==> src/rtl/fsk_src_pkg.sv <==
// Shared encodings and LFSR constants for the FSK bit source.
package fsk_src_pkg;

  typedef enum logic [1:0] {
    MODE_PRBS7   = 2'd0,
    MODE_PRBS15  = 2'd1,
    MODE_PATTERN = 2'd2,
    MODE_ALT     = 2'd3
  } mode_e;

  typedef enum logic [1:0] {
    ST_IDLE = 2'd0,
    ST_RUN  = 2'd1,
    ST_FIN  = 2'd2
  } state_e;

  localparam int PRBS7_LEN    = 7;
  localparam int PRBS7_TAP_A  = 6;
  localparam int PRBS7_TAP_B  = 5;
  localparam int PRBS15_LEN   = 15;
  localparam int PRBS15_TAP_A = 14;
  localparam int PRBS15_TAP_B = 13;

  // Wide enough for any supported LFSR length; users slice the low bits.
  localparam int              SEED_W    = 32;
  localparam logic [SEED_W-1:0] PRBS_SEED = '1;

endpackage

==> src/rtl/fsk_bit_source_if.sv <==
// Burst request / serial bit stream bundle between controller and FSK bit source.
interface fsk_bit_source_if #(
  parameter int DIV_W = 8,
  parameter int LEN_W = 16,
  parameter int PAT_W = 16
);
  logic             start;
  logic [1:0]       mode;
  logic [DIV_W-1:0] bit_div;
  logic [LEN_W-1:0] num_bits;
  logic [PAT_W-1:0] pattern;
  logic             tx_data;
  logic             bit_stb;
  logic             busy;
  logic             done;

  modport master (
    output start, mode, bit_div, num_bits, pattern,
    input  tx_data, bit_stb, busy, done
  );

  modport slave (
    input  start, mode, bit_div, num_bits, pattern,
    output tx_data, bit_stb, busy, done
  );
endinterface

==> src/rtl/fsk_lfsr.sv <==
// Fibonacci LFSR, shift-left with feedback into bit 0; fb is the bit produced by the next advance.
module fsk_lfsr
  import fsk_src_pkg::*;
#(
  parameter int LEN   = 7,
  parameter int TAP_A = 6,
  parameter int TAP_B = 5
) (
  input  logic clk,
  input  logic rst,
  input  logic load,
  input  logic adv,
  output logic fb
);
  localparam logic [LEN-1:0] SEED = PRBS_SEED[LEN-1:0];

  logic [LEN-1:0] s_q;
  logic [LEN-1:0] base;

  // Seeding and the first advance can happen on the same edge.
  assign base = load ? SEED : s_q;
  assign fb   = base[TAP_A] ^ base[TAP_B];

  always_ff @(posedge clk or posedge rst) begin
    if (rst)       s_q <= SEED;
    else if (adv)  s_q <= {base[LEN-2:0], fb};
    else if (load) s_q <= SEED;
  end
endmodule

==> src/rtl/fsk_bit_source.sv <==
// Burst bit generator for the FSK modulator: PRBS7/PRBS15/pattern/alternating sources,
// programmable bit period and burst length, all outputs registered.
module fsk_bit_source
  import fsk_src_pkg::*;
#(
  parameter int DIV_W = 8,
  parameter int LEN_W = 16,
  parameter int PAT_W = 16
) (
  input  logic             tx_clk,
  input  logic             reset,
  fsk_bit_source_if.slave  bus
);
  localparam int               IDX_W   = (PAT_W > 1) ? $clog2(PAT_W) : 1;
  localparam logic [IDX_W-1:0] IDX_TOP = IDX_W'(PAT_W - 1);

  state_e           state_q, state_d;
  mode_e            mode_q, cur_mode;
  logic [DIV_W-1:0] div_q, div_cnt;
  logic [LEN_W-1:0] bits_left;
  logic [PAT_W-1:0] pat_q;
  logic [IDX_W-1:0] idx_q, idx_nxt;
  logic             phase_q;
  logic             tx_q, stb_q, busy_q, done_q;
  logic             tx_d, stb_d, busy_d, done_d;
  logic             start_go, bit_end, last_bit, next_bit, lfsr_adv;
  logic             new_bit, p7_bit, p15_bit;

  assign start_go = (state_q == ST_IDLE) && bus.start;
  assign bit_end  = (state_q == ST_RUN) && (div_cnt == '0);
  assign last_bit = bit_end && (bits_left == '0);
  assign next_bit = bit_end && !last_bit;
  assign lfsr_adv = (start_go && (bus.num_bits != '0)) || next_bit;
  // Bit 0 leaves on the START edge, so it is chosen from the live inputs.
  assign cur_mode = start_go ? mode_e'(bus.mode) : mode_q;
  assign idx_nxt  = (idx_q == '0) ? IDX_TOP : idx_q - 1'b1;

  fsk_lfsr #(.LEN(PRBS7_LEN), .TAP_A(PRBS7_TAP_A), .TAP_B(PRBS7_TAP_B)) u_prbs7 (
    .clk(tx_clk), .rst(reset), .load(start_go), .adv(lfsr_adv), .fb(p7_bit)
  );

  fsk_lfsr #(.LEN(PRBS15_LEN), .TAP_A(PRBS15_TAP_A), .TAP_B(PRBS15_TAP_B)) u_prbs15 (
    .clk(tx_clk), .rst(reset), .load(start_go), .adv(lfsr_adv), .fb(p15_bit)
  );

  always_comb begin
    new_bit = 1'b0;
    case (cur_mode)
      MODE_PRBS7:   new_bit = p7_bit;
      MODE_PRBS15:  new_bit = p15_bit;
      MODE_PATTERN: new_bit = start_go ? bus.pattern[PAT_W-1] : pat_q[idx_nxt];
      MODE_ALT:     new_bit = start_go ? 1'b0 : ~phase_q;
      default:      new_bit = 1'b0;
    endcase
  end

  // State register
  always_ff @(posedge tx_clk or posedge reset) begin
    if (reset) state_q <= ST_IDLE;
    else       state_q <= state_d;
  end

  // Next-state logic
  always_comb begin
    state_d = state_q;
    case (state_q)
      ST_IDLE: if (bus.start) state_d = (bus.num_bits != '0) ? ST_RUN : ST_FIN;
      ST_RUN:  if (last_bit)  state_d = ST_FIN;
      ST_FIN:  state_d = ST_IDLE;
      default: state_d = ST_IDLE;
    endcase
  end

  // Output logic, computed one cycle ahead and registered below
  always_comb begin
    tx_d   = 1'b0;
    stb_d  = 1'b0;
    busy_d = 1'b0;
    done_d = 1'b0;
    case (state_q)
      ST_IDLE: begin
        if (bus.start && (bus.num_bits != '0)) begin
          tx_d   = new_bit;
          stb_d  = 1'b1;
          busy_d = 1'b1;
        end else if (bus.start) begin
          done_d = 1'b1;
        end
      end
      ST_RUN: begin
        if (last_bit) begin
          done_d = 1'b1;
        end else if (next_bit) begin
          tx_d   = new_bit;
          stb_d  = 1'b1;
          busy_d = 1'b1;
        end else begin
          tx_d   = tx_q;
          busy_d = 1'b1;
        end
      end
      default: ;
    endcase
  end

  always_ff @(posedge tx_clk or posedge reset) begin
    if (reset) begin
      tx_q      <= 1'b0;
      stb_q     <= 1'b0;
      busy_q    <= 1'b0;
      done_q    <= 1'b0;
      mode_q    <= MODE_PRBS7;
      div_q     <= '0;
      pat_q     <= '0;
      div_cnt   <= '0;
      bits_left <= '0;
      idx_q     <= '0;
      phase_q   <= 1'b0;
    end else begin
      tx_q   <= tx_d;
      stb_q  <= stb_d;
      busy_q <= busy_d;
      done_q <= done_d;
      if (start_go) begin
        mode_q    <= mode_e'(bus.mode);
        div_q     <= bus.bit_div;
        pat_q     <= bus.pattern;
        div_cnt   <= bus.bit_div;
        bits_left <= bus.num_bits - 1'b1;
        idx_q     <= IDX_TOP;
        phase_q   <= 1'b0;
      end else if (state_q == ST_RUN) begin
        div_cnt <= bit_end ? div_q : div_cnt - 1'b1;
        if (next_bit) begin
          bits_left <= bits_left - 1'b1;
          idx_q     <= idx_nxt;
          phase_q   <= ~phase_q;
        end
      end
    end
  end

  assign bus.tx_data = tx_q;
  assign bus.bit_stb = stb_q;
  assign bus.busy    = busy_q;
  assign bus.done    = done_q;
endmodule

==> src/flat_wrapper.sv <==
// flat-port wrapper written by rule: the top's interface ports become plain ports
module fsk_bit_source_flat import fsk_src_pkg::*;
#(
  parameter int DIV_W = 8,
  parameter int LEN_W = 16,
  parameter int PAT_W = 16
)
  (tx_clk, reset, bus_start, bus_mode, bus_bit_div, bus_num_bits, bus_pattern, bus_tx_data, bus_bit_stb, bus_busy, bus_done);
  fsk_bit_source_if #(.DIV_W(DIV_W), .LEN_W(LEN_W), .PAT_W(PAT_W)) bus_i ();
  input  logic tx_clk;
  input  logic reset;
  input wire logic [$bits(bus_i.start)-1:0] bus_start;
  input wire logic [$bits(bus_i.mode)-1:0] bus_mode;
  input wire logic [$bits(bus_i.bit_div)-1:0] bus_bit_div;
  input wire logic [$bits(bus_i.num_bits)-1:0] bus_num_bits;
  input wire logic [$bits(bus_i.pattern)-1:0] bus_pattern;
  output wire logic [$bits(bus_i.tx_data)-1:0] bus_tx_data;
  output wire logic [$bits(bus_i.bit_stb)-1:0] bus_bit_stb;
  output wire logic [$bits(bus_i.busy)-1:0] bus_busy;
  output wire logic [$bits(bus_i.done)-1:0] bus_done;
  assign bus_i.start = bus_start;
  assign bus_i.mode = bus_mode;
  assign bus_i.bit_div = bus_bit_div;
  assign bus_i.num_bits = bus_num_bits;
  assign bus_i.pattern = bus_pattern;
  assign bus_tx_data = bus_i.tx_data;
  assign bus_bit_stb = bus_i.bit_stb;
  assign bus_busy = bus_i.busy;
  assign bus_done = bus_i.done;
  fsk_bit_source #(.DIV_W(DIV_W), .LEN_W(LEN_W), .PAT_W(PAT_W)) u_core (.tx_clk(tx_clk), .reset(reset), .bus(bus_i));
endmodule
==> config.mk <==
export PLATFORM = sky130hd
export DESIGN_NAME = fsk_bit_source_flat
export DESIGN_NICKNAME = d
export VERILOG_FILES = /design/src/rtl/fsk_src_pkg.sv /design/src/rtl/fsk_bit_source_if.sv /design/src/rtl/fsk_lfsr.sv /design/src/rtl/fsk_bit_source.sv /design/src/flat_wrapper.sv
export SDC_FILE = /design/constraint.sdc
export NUM_CORES = 1
export LEC_CHECK = 0
export BUFFER_PORTS_ARGS = -buffer_cell sky130_fd_sc_hd__buf_2
export CAP_MARGIN = 30
export CORE_UTILIZATION = 45
export CTS_CLUSTER_DIAMETER = 30
export DETAILED_ROUTE_END_ITERATION = 10
export GPL_TIMING_DRIVEN = 0
export PLACE_DENSITY = 0.64
export SYNTH_ARGS = -nofsm -noshare
export SYNTH_HDL_FRONTEND = slang
export SYNTH_SLANG_ARGS = --single-unit
==> constraint.sdc <==
create_clock -name tx_clk -period 3.5 [get_ports tx_clk]
set_input_delay 0.875 -clock tx_clk [delete_from_list [all_inputs] [get_ports tx_clk]]
set_output_delay 0.875 -clock tx_clk [all_outputs]
set_load 0.05 [all_outputs]
==> flow_summary.yaml, run 1 <==
clock_network:
  cts_tree: "done"
  cts_buffers: 9
  cts_max_level: 3
  cts_buffer_depth: 2
  cts-resized-gates: 0
  clock_latency_ns: 0.36
  root_buffer: "clkbuf_8"
  cts_hold_buffers: 0
  clk_pin_slew_ns: 0.09
  post_cts_buffers: 0
  cts_num_sinks: 83
synth:
  synth_area_leaders: "dfrtp_1, dfstp_2, nand2_1, o21ai_0, nor2_1"
  synth_nets: 558
  synth_cells: 510
  synthFlopType: "dfrtp_1"
  synth.cell_area_mm2: 0.004389
  synth_top_area_share_pct: 34.78
  ys_seq_area_share_pct: 47.95
  ys_seq_elements: 83
  syn_area_per_cell_um2: 8.606
  yosysWarnings: 0
  synth_largest_area_cell: "dfrtp_1"
  synth_edf_count: 0
  yosysUniqueCellTypes: 56
  synth_async_sr_flop_share_pct: 100.0
layout:
  layout-drive-gt1-share_pct: 19.13
  layout_commonest_cell: "nand2_1"
  multi_input_area_mm2: 0.002120
  final_cell_mix: "nand2_1, dfrtp_1, buf_2"
  nFillCells: 900
  final_nets: 618
  layout.area.seq_mm2: 0.002105
  instances_no_fill: 704
  n_antenna_cell: 0
  final_util_pct: 53.75
  syn2layout_area_growth_pct: 14.22
sta:
  finalCritPeriodShare_pct: 89.45
  skew_ns: 0.01315
  max_freq_mhz: 319.4
  worst_pin_slew_ns: 1.012
  max_slew_margin_pct: 31.92
  timing.final.hold_violations: 0
  min_period_ns: 3.131
  holdWs_ns: 0.4792
  fin_tns_setup_ns: 0
  rsz0062_at_grt: "no"
  finalSetupViolations: 0
  slew_violations: 0
drt:
  drt_iter0_drc: 287
  dr.pass1.iters: 4
  wl_um: 10420
  vias: 3821
  viasPerCell: 5.428
  drc: 0
  avgRoutedWirePerCell_um: 14.80
  ant_nets: 0
flow_run:
  timing.max_cap.violations: 0
placement:
  placed_cells: 688
  dp_hpwl_um: 7482
  numPortBuffers: 48
  place.gp.congestion: 0.8965
global_routing:
  grt-ovfl-total: 0
  grt_max_degree: 53
  grt_use_total_pct: 22.54
  grt_pass1_wl_um: 17760
  first_global_vias: 3670
  antenna_found_initial: 0
power_and_ir_drop:
  p_per_area_mw_per_mm2: 524.6
  p_leak_nw: 2.232
  ir_drop_mv: 0.2574
setup_path:
  cp_max_fo: 10
  cp.required_ns: 3.73
  critPathMostFrequentCell: "clkbuf_1"
  crit_arrival_ns: 3.36
  worst-setup-path-type: "primary input to register"
  cp_top_family: "buffers and inverters"
  start_kind: "primary input"
  cpPeakStageDelay_ns: 0.49
  cp_slowest_cell: "clkbuf_1"
  end_kind: "register"
  worstPathCellList: "buf_2, nor3b_2, clkbuf_1, clkbuf_1, clkbuf_1, clkbuf_1, a21oi_1"
  critPathBufInv: 5
hold_path:
  min-delay-path-class: "register to register"
floorplan:
  initial_core_util_pct: 47.06
  rows: 35
  core_area_mm2: 0.009328
  die_x_um: 100.8
  die_height_um: 100.8
  io_pins: 49
  dieArea_mm2: 0.01015
status:
  status: "completed"
[flip-flops by register name, summed over array words and instances (netlist names), 4 cells and up]
| name | cells |
|---|---|
| u_core.bits_left | 16 |
| u_core.div_cnt | 8 |
| u_core.div_q | 8 |
| u_core.idx_q | 4 |
| u_core.pat_q | 16 |
| u_core.u_prbs15.s_q | 15 |
| u_core.u_prbs7.s_q | 7 |
[area by class of cell]
type	instances	area share, %
well taps	129	3.219
flip-flops and latches	83	41.98
inverters	10	0.7986
clock inverters	5	0.7237
clock buffers	11	3.020
multi-input cells	386	42.28
plain buffers	31	2.645
repair buffers	49	5.341
[synthesized netlist by cell type, drive strengths merged, types with 4 or more instances]
cell    number
buf          9
mux2         4
nand2      136
xor2        11
mux2i        6
nand2b       5
a21oi       22
xnor2        8
nand3       25
nor3        19
nor2        35
clkbuf      22
dfstp       22
dfrtp       61
o31ai        4
nor4         7
o211ai       6
a211oi      11
inv         10
or3          8
o22ai        6
o21ai       27
[stage by stage]
| step | power, W | cell area [um^2] | setup slack (ns) |
|---|---|---|---|
| 2_1_floorplan | 0.001813 | 4389 | 0.5246 |
| 3_3_place_gp | 0.001964 | 4791 | -0.4879 |
| 3_5_place_dp | 0.001989 | 4821 | -0.2530 |
| 4_1_cts | 0.002650 | 5009 | 0.1329 |
| 5_1_grt | 0.002789 | 5014 | 0.1648 |
| 6_report | 0.002630 | 5014 | 0.3692 |
[worst min-delay path, stage by stage, from the launching register on]
cell and delay [ns]:
dfrtp_1 0.35, nand2_1 0.05, nand2_1 0.05
[per-layer routing]
layer / share of wire (%) / track usage (%)
met1: 47 / 30.35
met2: 47 / 36.14
met3: 4.6 / 4.854
met4: 1.5 / 7.581
met5: 0 / 0
[final timing paths]
| kind | from | to | slack, ns | cells past startpoint |
|---|---|---|---|---|
| max | bus_start | u_core.bits_left[4] | 0.37 | 7 |
| min | u_core.pat_q[0] | u_core.pat_q[0] | 0.48 | 2 |
| max reg2reg | u_core.state_q[0] | u_core.bits_left[4] | 0.54 | 6 |
| min reg2reg | u_core.pat_q[0] | u_core.pat_q[0] | 0.48 | 2 |
| max in group asynchronous | reset | u_core.u_prbs7.s_q[0] | 2.35 | 3 |
| min in group asynchronous | reset | u_core.idx_q[1] | 0.52 | 2 |
[where the power goes]
| part | total (W) | internal [W] | leakage (nW) | switching (W) |
|---|---|---|---|---|
| Clock | 0.000660 | 0.000299 | 0.0997 | 0.000360 |
| Combinational | 0.000611 | 0.000283 | 1.17 | 0.000328 |
| Sequential | 0.00136 | 0.00122 | 0.965 | 0.000143 |
| Total | 0.00263 | 0.00180 | 2.23 | 0.000832 |
[cells by family (layout without fill, tap and decap cells)]
| kind of cell | after synthesis | count (layout) | share of synthesized area (%) |
|---|---|---|---|
| DFF | 83 | 83 | 47.95 |
| adders and majority gates | 3 | 3 | 0.8553 |
| and+or+nand+nor | 255 | 255 | 26.00 |
| muxes | 11 | 11 | 2.908 |
| xor gates and xnor gates | 19 | 19 | 3.791 |
| AOI/OAI and AO/OA | 98 | 98 | 14.62 |
| buffers and inverters | 41 | 106 | 3.877 |
No activity file was read; power rests on OpenSTA's default activity.
==> inputs of run 2 (changes only) <==
--- a/config.mk
+++ b/config.mk
@@ -15,3 +15,4 @@
 export SYNTH_ARGS = -nofsm -noshare
 export SYNTH_HDL_FRONTEND = slang
+export SYNTH_HIERARCHICAL = 1
 export SYNTH_SLANG_ARGS = --single-unit
==> constraint.sdc (replaced) <==
create_clock -name tx_clk -period 3.5 [get_ports tx_clk]
set_input_delay 0.7 -clock tx_clk [delete_from_list [all_inputs] [get_ports tx_clk]]
set_output_delay 0.7 -clock tx_clk [all_outputs]
set_load 0.05 [all_outputs]
==> run 2 against run 1 <==
- flip-flop and latch count did not move
- non-clock buffer count fell by 3
- maximum frequency rose by 6.2%
- largest cell class unchanged
- die area rose by 2.3%
- clock-buffer cell count did not move
- clock skew fell by 0.0046 ns
- final area rose by 2.3%
- register-to-register slack barely moved
- routed wire length fell by 3.9%
- sequential power rose by 24%
- sequential share of layout area fell by 0.96 points
- hold slack got worse by 0.059 ns
==> flow_summary.yaml, run 2 <==
status:
  status: "completed"
sta:
  fin_ws_ns: 0.5509
  skew_ns: 0.008504
  holdWs_ns: 0.4202
  rsz0062_at_grt: "no"
  finalSetupViolations: 0
  slew_violations: 0
  min_period_ns: 2.949
  finalCritPeriodShare_pct: 84.26
  worst_pin_slew_ns: 0.6367
  max_slew_margin_pct: 57.16
  max_freq_mhz: 339.1
  fin_tns_setup_ns: 0
  timing.final.hold_violations: 0
clock_network:
  root_buffer: "clkbuf_8"
  cts_hold_buffers: 0
  clk_pin_slew_ns: 0.09
  cts_buffer_depth: 2
  clock_latency_ns: 0.37
  cts_tree: "done"
  cts_buffers: 9
  cts_num_sinks: 83
  post_cts_buffers: 0
  cts-resized-gates: 0
  cts_max_level: 3
setup_path:
  cp_max_fo: 11
  cp_slowest_cell: "buf_1"
  cp_top_family: "buffers and inverters"
  crit_arrival_ns: 3.21
  r2r_cells: 10
  start_kind: "register"
  critPathMostFrequentCell: "buf_2"
  cp.required_ns: 3.76
  crit_cells: 10
  end_kind: "register"
  cpPeakStageDelay_ns: 0.47
  critPathBufInv: 6
  worst-setup-path-type: "register to register"
  worstPathCellList: "or3b_1, buf_2, inv_1, buf_2, buf_1, buf_2, buf_2, nor2_1, and3_1, o31a_1"
power_and_ir_drop:
  p_comb_share_pct: 30.5
  total_power_w: 0.003532
  p_per_area_mw_per_mm2: 688.3
  cell_internal_pwr_w: 0.002368
  switching_share_pct: 32.96
  p_leak_nw: 2.300
  p_clk_share_pct: 21.7
  ir_drop_mv: 0.2990
  p_switching_w: 0.001164
  power_frac_seq_pct: 47.8
synth:
  yosysWarnings: 6
  synth.cell_area_mm2: 0.004492
  synth_largest_area_cell: "dfrtp_1"
  ys_seq_area_share_pct: 46.85
  synth_async_sr_flop_share_pct: 100.0
  yosysUniqueCellTypes: 52
  synth_cells: 483
  syn_area_per_cell_um2: 9.300
  synth_top_area_share_pct: 33.98
  yosys.cell_count.top_type: "nand2_1"
  synth_area_leaders: "dfrtp_1, dfstp_2, nand2_1, a211o_1, xor2_1"
  ys_top_cells_by_count: "nand2_1, dfrtp_1, nor2_1"
  synth_nets: 531
  synthFlopType: "dfrtp_1"
  synth_edf_count: 0
  ys_seq_elements: 83
floorplan:
  io_pins: 49
  dieArea_mm2: 0.01039
  core_area_mm2: 0.009729
  initial_core_util_pct: 46.17
  die_x_um: 101.9
  rows: 36
  die_height_um: 101.9
layout:
  reg_top3: "u_core/bits_left x16, u_core/pat_q x16, u_core/u_prbs15/s_q x15"
  final_nets: 590
  nFillCells: 943
  n_antenna_cell: 0
  final_cell_mix: "nand2_1, dfrtp_1, buf_2"
  final_util_pct: 52.74
  layout-drive-gt1-share_pct: 22.67
  layout_commonest_cell: "nand2_1"
  syn2layout_area_growth_pct: 14.23
global_routing:
  grt_pass1_wl_um: 17150
  grt_max_degree: 36
  first_global_vias: 3563
  antenna_found_initial: 0
  grt_use_total_pct: 21.57
  grt-ovfl-total: 0
placement:
  place.gp.congestion: 0.8363
  numPortBuffers: 48
  pre_cts_ws_ns: -0.1078
  dp_hpwl_um: 7126
drt:
  ant_nets: 0
  drt_iter0_drc: 208
  avgRoutedWirePerCell_um: 14.73
  dr.pass1.iters: 4
  drc: 0
  viasPerCell: 5.324
  vias: 3620
  wl_um: 10020
flow_run:
  timing.max_cap.violations: 0
hold_path:
  min-delay-path-class: "primary input to asynchronous set/reset pin"
-- run 2: worst paths after layout --
kind,end,slack [ns],from
worst max register to register,u_core/bus.tx_data,0.55,u_core/state_q[0]
min in group tx_clk,u_core/div_q[3],0.48,u_core/div_q[3]
worst max-delay path,u_core/bus.tx_data,0.55,u_core/state_q[0]
worst min register to register,u_core/div_q[3],0.48,u_core/div_q[3]
max in group asynchronous,u_core/bits_left[2],2.47,reset
worst min-delay path,u_core/div_q[2],0.42,reset
-- run 2: per-stage QoR --
| step | instances | instance area, um^2 |
|---|---|---|
| 3_5_place_dp | 665 | 4918 |
| 5_1_grt | 680 | 5131 |
| 6_report | 680 | 5131 |
| 3_3_place_gp | 664 | 4898 |
| 4_1_cts | 681 | 5135 |
| 2_1_floorplan | 483 | 4492 |
-- run 2: layout make-up --
cell class	instances	area [um^2]	area share, %
buffer	28	143.9	2.804
clock buffer	11	131.4	2.560
clock inverter	5	85.08	1.658
inverter	12	45.04	0.8778
multi-input combinational	359	2195	42.77
sequential	83	2105	41.01
tap	133	166.4	3.243
timing repair buffer	49	260.3	5.072
-- run 2: power groups by stage --
stage | Clock, W | Combinational (W) | Sequential [W]
floorplan | 0 | 0.000858 | 0.00166
global placement | 0 | 0.00105 | 0.00169
detailed placement | 0 | 0.00108 | 0.00170
CTS | 0.000795 | 0.00109 | 0.00169
global route | 0.000831 | 0.00122 | 0.00174
finish | 0.000767 | 0.00108 | 0.00169
-- run 2: per-layer routing --
metal | global-route usage, % | share of wire, %
met1 | 28.30 | 47
met2 | 35.71 | 47
met3 | 4.993 | 4.6
met4 | 6.374 | 1.0
met5 | 0 | 0
-- run 2: logic make-up after synthesis --
family	share of synthesized area [%]
mux	5.571
simple gates	22.23
buf+inv	4.290
xor+xnor	5.655
flops	46.85
compound gates	14.57
fa+ha+maj	0.8357
